===== src/rtl/microcore_pkg.sv =====
// rtl/microcore_pkg.sv - register file widths and ID width helper shared across the core
package microcore_pkg;

    localparam int RF_DATA_WIDTH = 4;
    localparam int RF_ADDR_WIDTH = 2;

    // Index width for n requesters, never narrower than one bit.
    function automatic int id_width(input int n);
        return (n <= 2) ? 1 : $clog2(n);
    endfunction

endpackage


===== src/rtl/rr_priority_picker.sv =====
// rtl/rr_priority_picker.sv - combinational round-robin pick of the first eligible index from ptr
module rr_priority_picker #(
    parameter int N   = 3,
    parameter int IDW = 2
) (
    input  logic [N-1:0]   elig,
    input  logic [IDW-1:0] ptr,
    output logic [IDW-1:0] winner,
    output logic           valid
);

    logic [IDW-1:0] idx;

    // Scan from the farthest offset back to ptr so the nearest eligible index is written last.
    always_comb begin
        winner = '0;
        valid  = 1'b0;
        idx    = '0;
        for (int k = N - 1; k >= 0; k--) begin
            idx = IDW'((int'(ptr) + k) % N);
            if (elig[idx]) begin
                winner = idx;
                valid  = 1'b1;
            end
        end
    end

endmodule


===== src/rtl/regfile_wr_arbiter.sv =====
// rtl/regfile_wr_arbiter.sv - round-robin arbiter sharing the register file write port
module regfile_wr_arbiter
    import microcore_pkg::*;
#(
    parameter int DATA_WIDTH = RF_DATA_WIDTH,
    parameter int ADDR_WIDTH = RF_ADDR_WIDTH,
    parameter int N_REQ      = 3,
    parameter int ID_WIDTH   = 2
) (
    input  logic                        clk,
    input  logic                        rst,
    input  logic [N_REQ-1:0]            req,
    input  logic [N_REQ*ADDR_WIDTH-1:0] req_addr,
    input  logic [N_REQ*DATA_WIDTH-1:0] req_data,
    input  logic                        stall,
    output logic [N_REQ-1:0]            ack,
    output logic                        rf_wr_en,
    output logic [ADDR_WIDTH-1:0]       rf_wr_addr,
    output logic [DATA_WIDTH-1:0]       rf_wr_data,
    output logic [ID_WIDTH-1:0]         grant_id,
    output logic                        busy
);

    logic [N_REQ-1:0]    elig;
    logic [ID_WIDTH-1:0] ptr;
    logic [ID_WIDTH-1:0] winner;
    logic                win_valid;

    // A requester acked this cycle still has req high; mask it to avoid a double grant.
    assign elig = req & ~ack;

    rr_priority_picker #(
        .N   (N_REQ),
        .IDW (ID_WIDTH)
    ) u_picker (
        .elig   (elig),
        .ptr    (ptr),
        .winner (winner),
        .valid  (win_valid)
    );

    always_ff @(posedge clk) begin
        if (rst) begin
            ack        <= '0;
            rf_wr_en   <= 1'b0;
            rf_wr_addr <= '0;
            rf_wr_data <= '0;
            grant_id   <= '0;
            busy       <= 1'b0;
            ptr        <= '0;
        end else begin
            busy <= |req;
            if (!stall && win_valid) begin
                rf_wr_en   <= 1'b1;
                rf_wr_addr <= req_addr[int'(winner)*ADDR_WIDTH +: ADDR_WIDTH];
                rf_wr_data <= req_data[int'(winner)*DATA_WIDTH +: DATA_WIDTH];
                ack        <= N_REQ'(1) << winner;
                grant_id   <= winner;
                ptr        <= (int'(winner) == N_REQ - 1) ? '0 : winner + ID_WIDTH'(1);
            end else begin
                rf_wr_en <= 1'b0;
                ack      <= '0;
            end
        end
    end

endmodule

===== config.mk =====
export PLATFORM = sky130hd
export DESIGN_NAME = regfile_wr_arbiter
export DESIGN_NICKNAME = d
export VERILOG_FILES = /design/src/rtl/microcore_pkg.sv /design/src/rtl/rr_priority_picker.sv /design/src/rtl/regfile_wr_arbiter.sv
export SDC_FILE = /design/constraint.sdc
export NUM_CORES = 1
export LEC_CHECK = 0
export ABC_AREA = 1
export CAP_MARGIN = 20
export CORE_MARGIN = 10
export CORE_UTILIZATION = 53
export CTS_CLUSTER_DIAMETER = 30
export DETAILED_ROUTE_END_ITERATION = 8
export DONT_BUFFER_PORTS = 1
export GPL_TIMING_DRIVEN = 0
export HOLD_SLACK_MARGIN = 0.1
export PLACE_DENSITY = 0.64
export SKIP_LAST_GASP = 1
export SLEW_MARGIN = 15
export SYNTH_ARGS = -nofsm -noshare
export SYNTH_HDL_FRONTEND = slang
export SYNTH_HIERARCHICAL = 1
export SYNTH_SLANG_ARGS = --single-unit

===== constraint.sdc =====
create_clock -name clk -period 3.25 [get_ports clk]
set_input_delay 0.65 -clock clk [delete_from_list [all_inputs] [get_ports clk]]
set_output_delay 0.65 -clock clk [all_outputs]
set_load 0.01 [all_outputs]

## Word-level counts from Yosys, hierarchy flattened

Cells that the tools add are included.

| operators by class | value |
|---|---|
| equality and inequality tests | 1 |
| add/subtract/negate cells | 3 |
| reductions and logical operators | 4 |
| order comparisons | 3 |
| bitwise gates (word level) | 3 |
| shift operators | 3 |
| div/mod/pow operators | 3 |
| muxes and demuxes | 14 |

Operators with widths:

| kind | number |
|---|---|
| $mod 32x3->32 const B | 2 |
| $mod 3x3->32 const B | 1 |
| $shiftx 12x5->4 | 1 |
| $lt 2x3->1 const B | 3 |
| $mux 2 | 4 |
| $mux 1 | 7 |
| $bmux 1 s2 | 3 |
| $shiftx 6x4->2 | 1 |
| $add 2x1->3 const B | 1 |
| $add 2x2->3 const B | 1 |
| $and 3x3->3 | 1 |
| $not 3->3 | 1 |
| $reduce_or 3->1 | 1 |
| $shl 1x2->3 const A | 1 |
| $add 2x1->2 const B | 1 |
| $eq 2x2->1 const B | 1 |
| $reduce_or 2->1 | 1 |
| $logic_and 1x1->1 | 1 |
| $logic_not 1->1 | 1 |
| $not 1->1 | 1 |

| word-level totals | value |
|---|---|
| register bits | 15 |
| bits of input ports | 24 |

## Logic depth before layout (Yosys ltp)

Gate-level depths: netlist of run 1.

| logic depth | value |
|---|---|
| depth in word-level cells | 10 |
| depth in mapped cells | 15 |

## Modules after synthesis

The synthesis of run 1 kept the hierarchy.

By module, submodules not included:

| module | times used | area each (µm²) | cells an instance |
|---|---|---|---|
| regfile_wr_arbiter | 1 | 714.4 | 97 |
| rr_priority_picker | 1 | 210.2 | 41 |

## Worst setup path before layout of run 1

No wires, ideal clock.

| path | value |
|---|---|
| kind | input to register |
| from | in req[1] |
| to | reg rf_wr_addr[0] |
| stages on the path | 14 |
| data required time | 3.133 ns |
| setup slack | 1.341 ns |
| arrival time | 1.792 ns |
| path buffers | 1 |
| cells stage by stage | inv_1 nor2_1 nand3_1 inv_1 nand3_2 nand2_1 nand2_1 nand2_1 buf_6 inv_4 nand3_1 nand2_1 nor2_1 nor2_1 |

| between the ends | value |
|---|---|
| word-level cells in the longest chain between the ends | 7 |

Ends and longest elaborated chain:

| what | RTL line | text |
|---|---|---|
| start, declared | regfile_wr_arbiter.sv:12 | `input logic [N_REQ-1:0] req,` |
| $and 3x3->3 * | regfile_wr_arbiter.sv:30 | `assign elig = req & ~ack;` |
| net elig[1] | regfile_wr_arbiter.sv:24 | `logic [N_REQ-1:0] elig;` |
| $bmux 1 s2 | rr_priority_picker.sv:21 | `if (elig[idx]) begin` |
| $mux 1 (implied by the code) | rr_priority_picker.sv:21 |  |
| $mux 2 (2 in a row) | rr_priority_picker.sv:21 |  |
| $mux 2 * | rr_priority_picker.sv:21 |  |
| net winner[0] | regfile_wr_arbiter.sv:26 | `logic [ID_WIDTH-1:0] winner;` |
| $shiftx 6x4->2 * | regfile_wr_arbiter.sv:55 | `rf_wr_addr <= req_addr[int'(winner)*ADDR_WIDTH +: ADDR_WIDTH];` |
| end signal, assigned | regfile_wr_arbiter.sv:55 |  |
| end, declared | regfile_wr_arbiter.sv:18 | `output logic [ADDR_WIDTH-1:0] rf_wr_addr,` |

The timed path passes the listed nets; every way through them passes the cells marked *. The select of a mux whose other input is x is not followed.
A chain may end at the register's enable or synchronous reset.

## Worst setup path in the final report of run 1

| path | value |
|---|---|
| from | reg ptr[0] |
| to | reg rf_wr_data[2] |

| between the ends | value |
|---|---|
| word-level cells in the longest chain between the ends | 8 |

Ends and longest elaborated chain:

| what | RTL line | text |
|---|---|---|
| start, declared | regfile_wr_arbiter.sv:25 | `logic [ID_WIDTH-1:0] ptr;` |
| start signal, assigned | regfile_wr_arbiter.sv:59 | `ptr <= (int'(winner) == N_REQ - 1) ? '0 : winner + ID_WIDTH'(1);` |
| $add 2x2->3 | rr_priority_picker.sv:20 | `idx = IDW'((int'(ptr) + k) % N);` |
| $mod 32x3->32 | rr_priority_picker.sv:20 |  |
| $bmux 1 s2 | rr_priority_picker.sv:21 |  |
| $mux 1 (implied by the code) | rr_priority_picker.sv:21 |  |
| $mux 2 (2 in a row) | rr_priority_picker.sv:21 |  |
| $mux 2 * | rr_priority_picker.sv:21 |  |
| net winner[0] | regfile_wr_arbiter.sv:26 |  |
| $shiftx 12x5->4 * | regfile_wr_arbiter.sv:56 | `rf_wr_data <= req_data[int'(winner)*DATA_WIDTH +: DATA_WIDTH];` |
| end signal, assigned | regfile_wr_arbiter.sv:56 |  |
| end, declared | regfile_wr_arbiter.sv:19 | `output logic [DATA_WIDTH-1:0] rf_wr_data,` |

Marked as above.

==> results.yml, run 1 <==
detailed_routing:
  drtPass1Iterations: 4
  wl_mm: 2.22
  drc: 0
  vias_per_cell: 5.23
  via_count: 831
  drt-initial-drc-count: 4
  wl_per_cell_um: 13.9
  antenna_left: 0
worst_setup_path:
  worstPathCellList: "inv_1, ha_1, inv_2, nand3_1, inv_1, nand3_2, nand2_1, nand2_1, nand2_1, buf_6, inv_4, nand3_1, nand2_1, nor2_1, nor2_1"
  slowest_stage: "ha_1"
  end_kind: "flip-flop"
  worst_ep_required_time_ns: 3.43
  critPathMaxStageDelay_ns: 0.38
  cp_top_family: "simple AND/OR/NAND/NOR gates"
  arrival_ns: 2.14
  reg2reg_to: "rf_wr_data[2]"
  cp_num_buf_inv: 5
  r2r-start: "ptr[0]"
  reg2reg_slack_ns: 1.29
  critPathMostFrequentCell: "nand2_1"
  crit_path_max_fanout: 10
  worstSetupPathType: "flip-flop to flip-flop"
  worstSetupStartpointType: "flip-flop"
  rr_worst_depth: 15
power:
  switching_share: 0.486
  powerDensity_nw_per_um2: 951
  power.switching_mw: 0.449
  power_leakage_nw: 0.483
  p_seq_frac: 0.337
  power_frac_comb: 0.549
  p_int_mw: 0.476
  pwr-share-clk: 0.114
  ir_worst_vdd_mv: 0.397
clock_network:
  clock_path_buffers: 2
  clock-sinks: 15
  cts_resized: 0
  clockRootBuffer: "clkbuf_4"
  cts_buffers: 3
  cts_tree: "built"
  htreeDepth: 1
  clock_latency_ns: 0.28
  post_cts_buffers: 0
  clk_pin_slew_ns: 0.08
  cts-hold-fix-buffers: 0
finish:
  syn_to_final_growth_pct: 5.14
  nFillCells: 184
  drive_gt1_frac: 0.162
  antenna_cells: 0
  final_common_cell: "nand2_1"
  final_area_um2: 972
  final_nets: 170
  mostFrequentLayoutCells: "31 x nand2_1, 22 x nand3_1, 18 x nor2_1"
timing:
  slew_headroom: 0.710
  fin_tns_setup_ns: 0
  clock-skew-final_ns: 0.00209
  setup_viol: 0
  fin_crit_ns: 1.96
  max_freq_ghz: 0.510
  finalCritPeriodShare: 0.603
  finalHoldViolations: 0
  rsz0062_at_grt: "false"
  timing.hold.ws_ns: 0.425
  worstMarginPinSlew_ns: 0.433
  drv_slew: 0
die:
  core_um2: 1690
  initial_utilization: 0.547
  boundaryPins: 37
  die_h_um: 61.8
  die_x_um: 61.8
  rows: 15
  dieArea_um2: 3820
placed_design:
  port_buffers: 0
  dpl.hpwl_mm: 1.83
  dpl_cell_area_um2: 946
  place_congestion: 0.813
synth:
  synth_top_cell_by_area: "dfxtp_1"
  synth_fp_nets: 165
  synth_mux_area_frac: 0
  ys_types: 22
  synth_top_cell_area_share: 0.325
  synth_warnings: 6
  synth_xor_area_frac: 0
  syn_area_um2: 925
  syn_area_per_cell_um2: 6.70
  synthCells: 138
  ys_seq_area_frac: 0.325
  ys_ff_latch: 15
  yosys.area_share.simple: 0.414
  synth_top_family_by_area: "simple AND/OR/NAND/NOR gates"
  synth-compound-area-share: 0.0947
  synth.top_cells.by_area: "dfxtp_1 32%, nand2_1 13%, nand3_1 12%"
  synth_fa_ha_area_frac: 0.0406
global_routing:
  grt_pass1_vias: 837
  grt_pass1_wl_mm: 3.57
  antenna_found_initial: 0
  grt_usage: 0.125
  grt_overflow: 0
  grt_max_degree: 11
worst_hold_path:
  hold_class: "input pin to flip-flop"
  hold_end: "busy"
  hp-start: "rst"
  min_delay_path_depth: 1
run_status:
  run_status: "complete, no violations"
run:
  cap_violations: 0
per-stage QoR:
step                      total power [mW]  utilization  cells  setup WS (ns)
after floorplan                      0.729            -    138           1.34
after global placement               0.819        0.560    155           1.12
after detailed placement             0.832        0.560    155           1.08
after CTS                            0.941        0.576    159           1.28
after global routing                  1.03        0.576    159           1.07
final                                0.925        0.576    159           1.29
cell type report:
cell class / count / area [um2] / share of cell area
tap: 17 / 21.3 / 0.0219
buffer: 4 / 38.8 / 0.0399
inverter: 20 / 77.6 / 0.0798
sequential: 15 / 300 / 0.309
clock buffer: 4 / 26.3 / 0.0270
multi-input combinational: 99 / 508 / 0.523
cells by family (layout without fill, tap and decap cells):
group                    Yosys count  after routing
flip-flops                        15             15
AO/OA/AOI/OAI                     15             15
adder cells (fa/ha/maj)            3              3
buffers and inverters             24             28
AND/OR/NAND/NOR                   81             81
flip-flops by register name (all words and copies together) (netlist names):
signal	flops
rf_wr_addr	2
grant_id	2
rf_wr_en	1
ack	3
busy	1
ptr	2
rf_wr_data	4
synth_stat cells:
cell      instances
nand2_1          31
nand3_1          22
nor2_1           18
dfxtp_1          15
inv_1            14
o21ai_0           7
inv_2             5
buf_6             3
ha_1              3
nor2_4            3
o21ai_1           3
o21ai_2           3
nand3_2           2
a21oi_1           1
a31oi_1           1
buf_2             1
inv_4             1
nand2_2           1
nand3b_1          1
nand4_1           1
nor3_1            1
nor3_2            1
worst max path at each step:
stage | start | endpoint | slack (ns) | cells after the start
after floorplan | req[1] | rf_wr_addr[0] | 1.34 | 14
after global placement | req[1] | rf_wr_data[2] | 1.12 | 14
after detailed placement | req[1] | rf_wr_data[2] | 1.08 | 14
after CTS | ptr[0] | rf_wr_data[2] | 1.28 | 15
after global routing | ptr[0] | rf_wr_data[2] | 1.07 | 15
final | ptr[0] | rf_wr_data[2] | 1.29 | 15
worst reg2reg max path, delay by kind of cell, from the launching register on:
family                   cells  cell delay (ns)
adder cells (fa/ha/maj)      1             0.38
buffers and inverters        5             0.49
flip-flops                   1             0.37
AND/OR/NAND/NOR              9             0.63
routing by layer:
layer	share of wire	track usage	wire [um]	vias up
met5	0	0	0	-
met4	0.0027	0.0350	6	0
met3	0.11	0.0752	233	2
met2	0.48	0.206	1060	26
met1	0.41	0.132	912	355
li1	-	-	-	448
power groups by stage:
stage / logic [mW] / registers (mW) / clock network (mW)
after floorplan: 0.425 / 0.304 / 0
after detailed placement: 0.512 / 0.320 / 0
after CTS: 0.515 / 0.315 / 0.110
after global placement: 0.500 / 0.318 / 0
after global routing: 0.584 / 0.322 / 0.120
final: 0.507 / 0.312 / 0.105
(Power assumes the default switching activity.)
==> inputs of run 2 (changes only) <==
PLACE_DENSITY = 0.67   (was 0.64)
clock period = 1.7 ns   (was 3.25 ns; I/O delays follow)
==> run 2 against run 1 <==
The run now ends with setup timing left. Clock power rose by 99%. Largest cell class unchanged. Die area did not move. Count of clock-buffer cells in the layout fell by 1. Final area rose by 21%. Cell count rose by 8.2%. Sequential share of layout area fell by 4.9 points. Sequential power rose by 98%. Routed wire length rose by 23%. Highest routed layer unchanged. First-iteration DRC count rose to 7.5 times the previous value. Critical path type unchanged. Global-route usage rose by 2.2 points. Sequential cell count did not move. Clock skew rose by 0.0036 ns.
==> results.yml, run 2 (same netlist as run 1, synthesis figures left out) <==
finish:
  reg_top3: "rf_wr_data: 4 flops, ack: 3 flops"
  drive_gt1_frac: 0.368
  final_cells: 172
  mostFrequentLayoutCells: "26 x nand2_1, 18 x nand3_1, 17 x nor2_1"
  largest_register_ffs: 4
  antenna_cells: 0
  final_nets: 183
  final_area_um2: 1170
  nFillCells: 135
  final_common_cell: "nand2_1"
  regMostFlops: "rf_wr_data"
  syn_to_final_growth_pct: 26.9
worst_setup_path:
  end_kind: "flip-flop"
  critPathMaxStageDelay_ns: 0.37
  worst_ep_required_time_ns: 1.89
  reg2reg_slack_ns: -0.07
  worstSetupStartpointType: "flip-flop"
  worstSetupPathType: "flip-flop to flip-flop"
  worstPathCellList: "inv_2, ha_4, inv_4, nand2_2, nand3_2, nand2_1, nand3b_1, inv_2, nor2_4, buf_4, nand2_1, nor2_1, nor2_1"
  arrival_ns: 1.96
  crit_path_max_fanout: 5
  slowest_stage: "dfxtp_2"
power:
  ir_worst_vdd_mv: 1.02
  powerDensity_nw_per_um2: 1910
  total_power_mw: 2.24
  power_leakage_nw: 0.563
die:
  boundaryPins: 37
  rows: 15
  dieArea_um2: 3820
  initial_utilization: 0.547
  die_x_um: 61.8
  core_um2: 1690
  die_h_um: 61.8
detailed_routing:
  antenna_left: 0
  via_count: 950
  drtPass1Iterations: 4
  drc: 0
  wl_mm: 2.73
  wl_per_cell_um: 15.9
  drt-initial-drc-count: 30
  vias_per_cell: 5.52
clock_network:
  clockRootBuffer: "clkbuf_4"
  clock_latency_ns: 0.29
  clk_pin_slew_ns: 0.09
  clock_path_buffers: 2
  htreeDepth: 1
  cts_buffers: 3
  clock-sinks: 15
  cts_tree: "built"
timing:
  setup_ws_ns: -0.0669
  drv_slew: 0
  timing.hold.ws_ns: 0.216
  slew_headroom: 0.853
  finalHoldViolations: 0
  setup_viol: 8
  rsz0062_at_grt: "true"
  fin_crit_ns: 1.77
  worstMarginPinSlew_ns: 0.220
  clock-skew-final_ns: 0.00567
  max_freq_ghz: 0.566
  finalCritPeriodShare: 1.04
placed_design:
  dpl.hpwl_mm: 1.86
  dpl_cell_area_um2: 958
  place_congestion: 0.750
  port_buffers: 0
  dp_cells: 155
  pre_cts_slack_ns: -0.175
global_routing:
  grt_pass1_vias: 964
  grt_max_degree: 11
  antenna_found_initial: 0
  grt_overflow: 0
  grt_pass1_wl_mm: 4.26
  grt_usage: 0.147
run_status:
  failed_checks: "setup timing"
  run_status: "complete, but fails checks"
worst_hold_path:
  hold_class: "input pin to flip-flop"
run:
  cap_violations: 0
==> run 2: cell count changes in the layout (fill, tap and decap cells not counted), sizes merged <==
| cell | before | now |
|---|---|---|
| buf | 4 | 16 |
| clkbuf | 4 | 3 |
| clkinv | 0 | 1 |
| dlygate4sd3 | 0 | 1 |
==> run 2: power by group <==
part / switching (mW) / internal (mW) / leakage [nW] / total [mW]
Combinational: 0.806 / 0.605 / 0.420 / 1.41
Clock: 0.121 / 0.0877 / 0.0177 / 0.209
Sequential: 0.142 / 0.475 / 0.125 / 0.618
==> run 2: what timing repair did <==
action                                  in CTS  in global routing
pin swaps                                    9                 15
endpoints found under the setup margin      13                 13
endpoints found under the hold margin        0                  2
hold buffers                                 0                  1
gates resized for setup                     20                 14
buffers inserted                             4                  6
gates cloned                                 2                  0
==> run 2: critical path, delay by kind of cell (launching register included) <==
family        cells  cell delay, ns
buf+inv           4            0.31
flops             1            0.37
fa+ha+maj         1            0.30
simple gates      8            0.69
==> run 2: worst paths after layout <==
path	startpoint	to	depth (start not counted)
setup reg to reg	ptr[0]	rf_wr_data[3]	13
setup / recovery	ptr[0]	rf_wr_data[3]	13
hold / removal	req[0]	busy	2
hold reg to reg	ptr[0]	ptr[0]	2
==> run 2: cell type report <==
type / instances / area, um2 / area share
Timing Repair Buffer: 13 / 105 / 0.0896
Inverter: 20 / 85.1 / 0.0725
Sequential cell: 15 / 305 / 0.260
Buffer: 4 / 38.8 / 0.0330
Tap cell: 17 / 21.3 / 0.0181
Multi-Input combinational cell: 99 / 591 / 0.503
Clock inverter: 1 / 5.00 / 0.00426
Clock buffer: 3 / 22.5 / 0.0192
==> run 2: through the flow <==
step | util | setup TNS, ns
after floorplan | - | 0
after global placement | 0.567 | -0.777
after detailed placement | 0.567 | -1.22
after CTS | 0.644 | -0.0603
after global routing | 0.695 | -2.08
final | 0.695 | -0.361
==> run 2: routing by layer <==
| layer | global-route usage | part of all wire | up-vias |
|---|---|---|---|
| li1 | - | - | 476 |
| met1 | 0.150 | 0.37 | 445 |
| met2 | 0.278 | 0.54 | 25 |
| met3 | 0.0549 | 0.075 | 4 |
| met4 | 0.0287 | 0.0077 | 0 |
| met5 | 0 | 0 | - |
